## src/rtl/switch_capture_if.sv

```systemverilog
// switch_capture_if: raw switch inputs and debounced/captured operand outputs; cap_cnt present under CAPTURE_COUNT_EN
interface switch_capture_if;
  logic raw_a;
  logic raw_b;
  logic raw_key_n;
  logic db_a;
  logic db_b;
  logic op_a;
  logic op_b;
  logic cap_stb;
  logic op_valid;
`ifdef CAPTURE_COUNT_EN
  logic [7:0] cap_cnt;
  modport slave (input raw_a, raw_b, raw_key_n, output db_a, db_b, op_a, op_b, cap_stb, op_valid, cap_cnt);
  modport master (output raw_a, raw_b, raw_key_n, input db_a, db_b, op_a, op_b, cap_stb, op_valid, cap_cnt);
`else
  modport slave (input raw_a, raw_b, raw_key_n, output db_a, db_b, op_a, op_b, cap_stb, op_valid);
  modport master (output raw_a, raw_b, raw_key_n, input db_a, db_b, op_a, op_b, cap_stb, op_valid);
`endif
endinterface

```

## src/rtl/switch_capture.sv

```systemverilog
// switch_capture: synchronize and debounce two operand switches and a key, capture operands on each key press; CAPTURE_COUNT_EN adds cap_cnt
module switch_capture #(
  parameter int DB_CYCLES = 50000,
  parameter int DB_W = 16
) (
  input logic CLOCK_50,
  input logic rst_n,
  switch_capture_if.slave sc
);
  localparam logic [2:0] INIT = 3'b100;
  localparam logic [DB_W-1:0] LIM = DB_W'(DB_CYCLES);
  typedef enum logic {IDLE, HELD} state_t;
  logic [2:0] raw, s1, s2, db;
  logic [DB_W-1:0] cnt [3];
  state_t state;
  logic stb, oa, ob, ov;
  assign raw = {sc.raw_key_n, sc.raw_b, sc.raw_a};
  // two-flop synchronizers; the key idles high (released)
  always_ff @(posedge CLOCK_50 or negedge rst_n)
    if (!rst_n) begin
      s1 <= INIT;
      s2 <= INIT;
    end else begin
      s1 <= raw;
      s2 <= s1;
    end
  // per-channel debounce: count disagreeing cycles, flip when the run reaches DB_CYCLES
  always_ff @(posedge CLOCK_50 or negedge rst_n)
    if (!rst_n) begin
      for (int k = 0; k < 3; k++) cnt[k] <= '0;
      db <= INIT;
    end else begin
      for (int k = 0; k < 3; k++)
        if (s2[k] == db[k]) cnt[k] <= '0;
        else if (cnt[k] + DB_W'(1) == LIM) begin
          cnt[k] <= '0;
          db[k] <= ~db[k];
        end else cnt[k] <= cnt[k] + DB_W'(1);
    end
`ifdef CAPTURE_COUNT_EN
  logic [7:0] cc;
  assign sc.cap_cnt = cc;
`endif
  // key FSM: one capture pulse per press, operands latched from pre-flip debounced levels
  always_ff @(posedge CLOCK_50 or negedge rst_n)
    if (!rst_n) begin
      state <= IDLE;
      stb <= 1'b0;
      oa <= 1'b0;
      ob <= 1'b0;
      ov <= 1'b0;
`ifdef CAPTURE_COUNT_EN
      cc <= '0;
`endif
    end else begin
      stb <= 1'b0;
      if (state == IDLE && !db[2]) begin
        state <= HELD;
        stb <= 1'b1;
        oa <= db[0];
        ob <= db[1];
        ov <= 1'b1;
`ifdef CAPTURE_COUNT_EN
        cc <= cc + 8'd1;
`endif
      end else if (state == HELD && db[2]) state <= IDLE;
    end
  assign sc.db_a = db[0];
  assign sc.db_b = db[1];
  assign sc.op_a = oa;
  assign sc.op_b = ob;
  assign sc.cap_stb = stb;
  assign sc.op_valid = ov;
endmodule

```

## src/flat_wrapper.sv

```systemverilog
// flat-port wrapper written by rule: the top's interface ports become plain ports
module switch_capture_flat 
#(
  parameter int DB_CYCLES = 50000,
  parameter int DB_W = 16
)
  (CLOCK_50, rst_n, sc_raw_a, sc_raw_b, sc_raw_key_n, sc_db_a, sc_db_b, sc_op_a, sc_op_b, sc_cap_stb, sc_op_valid);
  switch_capture_if sc_i ();
  input logic CLOCK_50;
  input logic rst_n;
  input wire logic [$bits(sc_i.raw_a)-1:0] sc_raw_a;
  input wire logic [$bits(sc_i.raw_b)-1:0] sc_raw_b;
  input wire logic [$bits(sc_i.raw_key_n)-1:0] sc_raw_key_n;
  output wire logic [$bits(sc_i.db_a)-1:0] sc_db_a;
  output wire logic [$bits(sc_i.db_b)-1:0] sc_db_b;
  output wire logic [$bits(sc_i.op_a)-1:0] sc_op_a;
  output wire logic [$bits(sc_i.op_b)-1:0] sc_op_b;
  output wire logic [$bits(sc_i.cap_stb)-1:0] sc_cap_stb;
  output wire logic [$bits(sc_i.op_valid)-1:0] sc_op_valid;
  assign sc_i.raw_a = sc_raw_a;
  assign sc_i.raw_b = sc_raw_b;
  assign sc_i.raw_key_n = sc_raw_key_n;
  assign sc_db_a = sc_i.db_a;
  assign sc_db_b = sc_i.db_b;
  assign sc_op_a = sc_i.op_a;
  assign sc_op_b = sc_i.op_b;
  assign sc_cap_stb = sc_i.cap_stb;
  assign sc_op_valid = sc_i.op_valid;
  switch_capture #(.DB_CYCLES(DB_CYCLES), .DB_W(DB_W)) u_core (.CLOCK_50(CLOCK_50), .rst_n(rst_n), .sc(sc_i));
endmodule
```

## config.mk

```make
export PLATFORM = sky130hd
export DESIGN_NAME = switch_capture_flat
export DESIGN_NICKNAME = d
export VERILOG_FILES = /design/src/rtl/switch_capture_if.sv /design/src/rtl/switch_capture.sv /design/src/flat_wrapper.sv
export SDC_FILE = /design/constraint.sdc
export NUM_CORES = 1
export LEC_CHECK = 0
export CORE_MARGIN = 2
export CORE_UTILIZATION = 55
export DETAILED_ROUTE_END_ITERATION = 16
export HOLD_SLACK_MARGIN = 0.15
export MAX_ROUTING_LAYER = met4
export PLACE_DENSITY = 0.73
export SYNTH_ARGS = -nofsm -noshare
export SYNTH_HDL_FRONTEND = slang
export SYNTH_SLANG_ARGS = --single-unit
```

## constraint.sdc

```tcl
create_clock -name CLOCK_50 -period 3.1 [get_ports CLOCK_50]
set_input_delay 0.62 -clock CLOCK_50 [delete_from_list [all_inputs] [get_ports CLOCK_50]]
set_output_delay 0.62 -clock CLOCK_50 [all_outputs]
set_load 0.02 [all_outputs]
```

==> reports/results.ini <==
[run_status]
status = completed

[pwr]
p_leak_nw = 1.44
clkPwrFrac_pct = 43.8
p_int_mw = 1.22
p_sw_share_pct = 24.1
ir_worst_vdd_uv = 452
power.density_nw_per_um2 = 440
p_seq_share_pct = 52.3
power.switching_mw = 0.387
pwr-share-comb_pct = 3.9

[global_route]
track_usage_pct = 21.5
grt_antenna_before_repair = 0
grt-ovfl-total = 0
grt_max_degree = 29
grt_pass1_vias = 2268
grt_pass1_wl_mm = 10.5

[yosys]
synth_area_um2 = 3270
synth_top_family_by_area = simple AND/OR/NAND/NOR gates
syn-num-nets = 340
synth-async-reset-ratio_pct = 100
synth_top_area_cell = dfrtp_1
synth_mux_area_share_pct = 2.68
yosysTopAreaCellShare_pct = 45.2
syn_inst = 331
ys_seq_area_share_pct = 47.6
synth_compound_area_share_pct = 7.35
yosysWarnings = 0
synth_flop_cell = dfrtp_1
syn_avg_cell_area_um2 = 9.88
synth.ff_latch_count = 62
yosysUniqueCellTypes = 56
yosys.area_share.simple_pct = 25.1
synth-xor-area-share_pct = 12.9
synth_fa_ha_area_share_pct = 1.53
synth-edff-count = 0
synth_area_leaders = dfrtp_1 45%, xnor2_1 7.8%, nor2_1 6.5%

[clocking]
tritoncts = built
clock-sinks = 62
hold_buffers = 0
clk_pin_slew_ns = 0.08
post-cts-setup-buffers = 0
clock-root-buffer = clkbuf_8
h-tree-depth = 3
numCtsBuffers = 9
insertion_delay_ns = 0.34
cts_resized = 0
clockBufferDepth = 2

[sta]
fmax_mhz = 389
fin_tns_setup_ns = 0
tightest_slew_ns = 0.623
drv_slew = 0
rsz0062_at_grt = false
min_period_ns = 2.57
hold_violations = 0
setup_viol = 0
fin_skew_ns = 0.00937
period_share_pct = 82.8
slew-limit-headroom_pct = 58.2

[route]
vias_per_cell = 5.61
drc = 0
drtIter0Drc = 133
num_vias = 2397
wl_per_cell_um = 14.2
dr.pass1.iters = 4
ant_nets = 0
wl_mm = 6.07

[placed_design]
routabilityCongestion = 0.843
post-place-cells = 411
hpwl_mm = 4.23
io_buffer_count = 10

[layout]
fin_util_pct = 62.7
final_nets = 356
final_common_cell = dfrtp_1
synthToLayoutAreaGrowth_pct = 11.6
n_antenna_cell = 0
drive_above_1_share_pct = 14.8
final_cell_mix = 59 x dfrtp_1, 57 x nor2_1, 29 x xnor2_1
fin_cells = 427

[flow_run]
cap_violations = 0

[floorplanning]
row_count = 28
die_area_um2 = 6580
chipWidth_um = 81.1
io_pins = 11
dieHeight_um = 81.1
coreArea_um2 = 5820
initial_core_util_pct = 56.2

[worst_setup_path]
end_kind = flip-flop
cp_max_fo = 6
startpoint_type = flip-flop
required_ns = 3.32
cp.arrival_ns = 2.79
worstSetupPathType = reg -> reg

[worst_hold_path]
hp-class = in -> async

==> synth_stat cells, types with 3 or more instances <==
master,n
xnor2_1,29
nor3_1,10
clkbuf_1,8
or2_2,3
xor2_1,19
ha_1,4
a21oi_1,6
nor4_1,6
nand3_1,22
nor2_2,7
inv_1,12
dfstp_2,3
nand4_1,13
and3_1,3
nor2_1,57
mux2_2,6
nand2_1,17
dfrtp_1,59
==> cells by family after synthesis <==
kind of cell / after synthesis
flip-flops: 62
buffers and inverters: 23
XOR/XNOR: 48
multiplexers: 8
AND/OR/NAND/NOR: 160
AO/OA/AOI/OAI: 26
adder cells (fa/ha/maj): 4
==> layer usage <==
| metal | up-vias | GRT usage, % | wire [µm] |
|---|---|---|---|
| met3 | 11 | 3.56 | 213 |
| met5 | - | - | 0 |
| met1 | 1143 | 30.5 | 2950 |
| met4 | 0 | 9.83 | 127 |
| li1 | 1188 | - | - |
| met2 | 55 | 30.2 | 2780 |
==> state kept, by name (all words and copies together) (netlist names) <==
signal,cells
u_core.cnt,48
u_core.sc.op_valid,1
u_core.s1,3
u_core.db,3
u_core.state,1
u_core.sc.op_b,1
u_core.sc.cap_stb,1
u_core.sc.op_a,1
u_core.s2,3
==> critical path, cell delays in order, from the launching register on <==
cell      delay (ns)
dfrtp_1         0.43
ha_1            0.30
nand3_1         0.17
nor4_1          0.30
buf_4           0.18
and4b_2         0.23
o311ai_2        0.15
nor4_1          0.31
mux2_2          0.36
==> path summary, 6_finish.rpt <==
kind / slack [ns] / to / from / depth (start not counted)
setup / recovery: 0.53 / u_core.db[0]$_DFFE_PN0P_ / u_core.cnt[32]$_DFF_PN0_ / 8
hold / removal: 0.28 / u_core.cnt[35]$_DFF_PN0_ / rst_n / 1
setup reg to reg: 0.53 / u_core.db[0]$_DFFE_PN0P_ / u_core.cnt[32]$_DFF_PN0_ / 8
hold reg to reg: 0.35 / u_core.s2[1]$_DFF_PN0_ / u_core.s1[1]$_DFF_PN0_ / 0
max in group asynchronous: 2.06 / u_core.s2[2]$_DFF_PN1_ / rst_n / 2
min in group CLOCK_50: 0.35 / u_core.s2[1]$_DFF_PN0_ / u_core.s1[1]$_DFF_PN0_ / 0
==> area by class of cell <==
cell class | instances | area, µm²
fill | 513 | 2170
multi-input combinational | 246 | 1620
sequential | 62 | 1560
timing repair buffer | 16 | 140
clock buffer | 9 | 124
tap | 75 | 93.8
clock inverter | 7 | 72.6
inverter | 12 | 45.0
==> metrics by stage <==
| stage | worst slack (ns) | instance area [µm²] | hold WS, ns | total power, mW |
|---|---|---|---|---|
| global placement | 0.596 | 3450 | 0.334 | 0.916 |
| finish | 0.532 | 3650 | 0.279 | 1.60 |
| detailed placement | 0.564 | 3450 | 0.338 | 0.918 |
| global route | 0.317 | 3650 | 0.341 | 1.67 |
| floorplan | 0.550 | 3270 | 0.324 | 0.885 |
| CTS | 0.528 | 3650 | 0.296 | 1.63 |
==> power by group through the flow <==
stage	combinational, mW	clock [mW]	sequential [mW]
5_1_grt	0.0730	0.753	0.841
2_1_floorplan	0.0340	0	0.851
3_3_place_gp	0.0625	0	0.853
6_report	0.0619	0.703	0.839
4_1_cts	0.0635	0.723	0.839
3_5_place_dp	0.0636	0	0.854
Note: power is estimated with default switching activity, not from simulation.
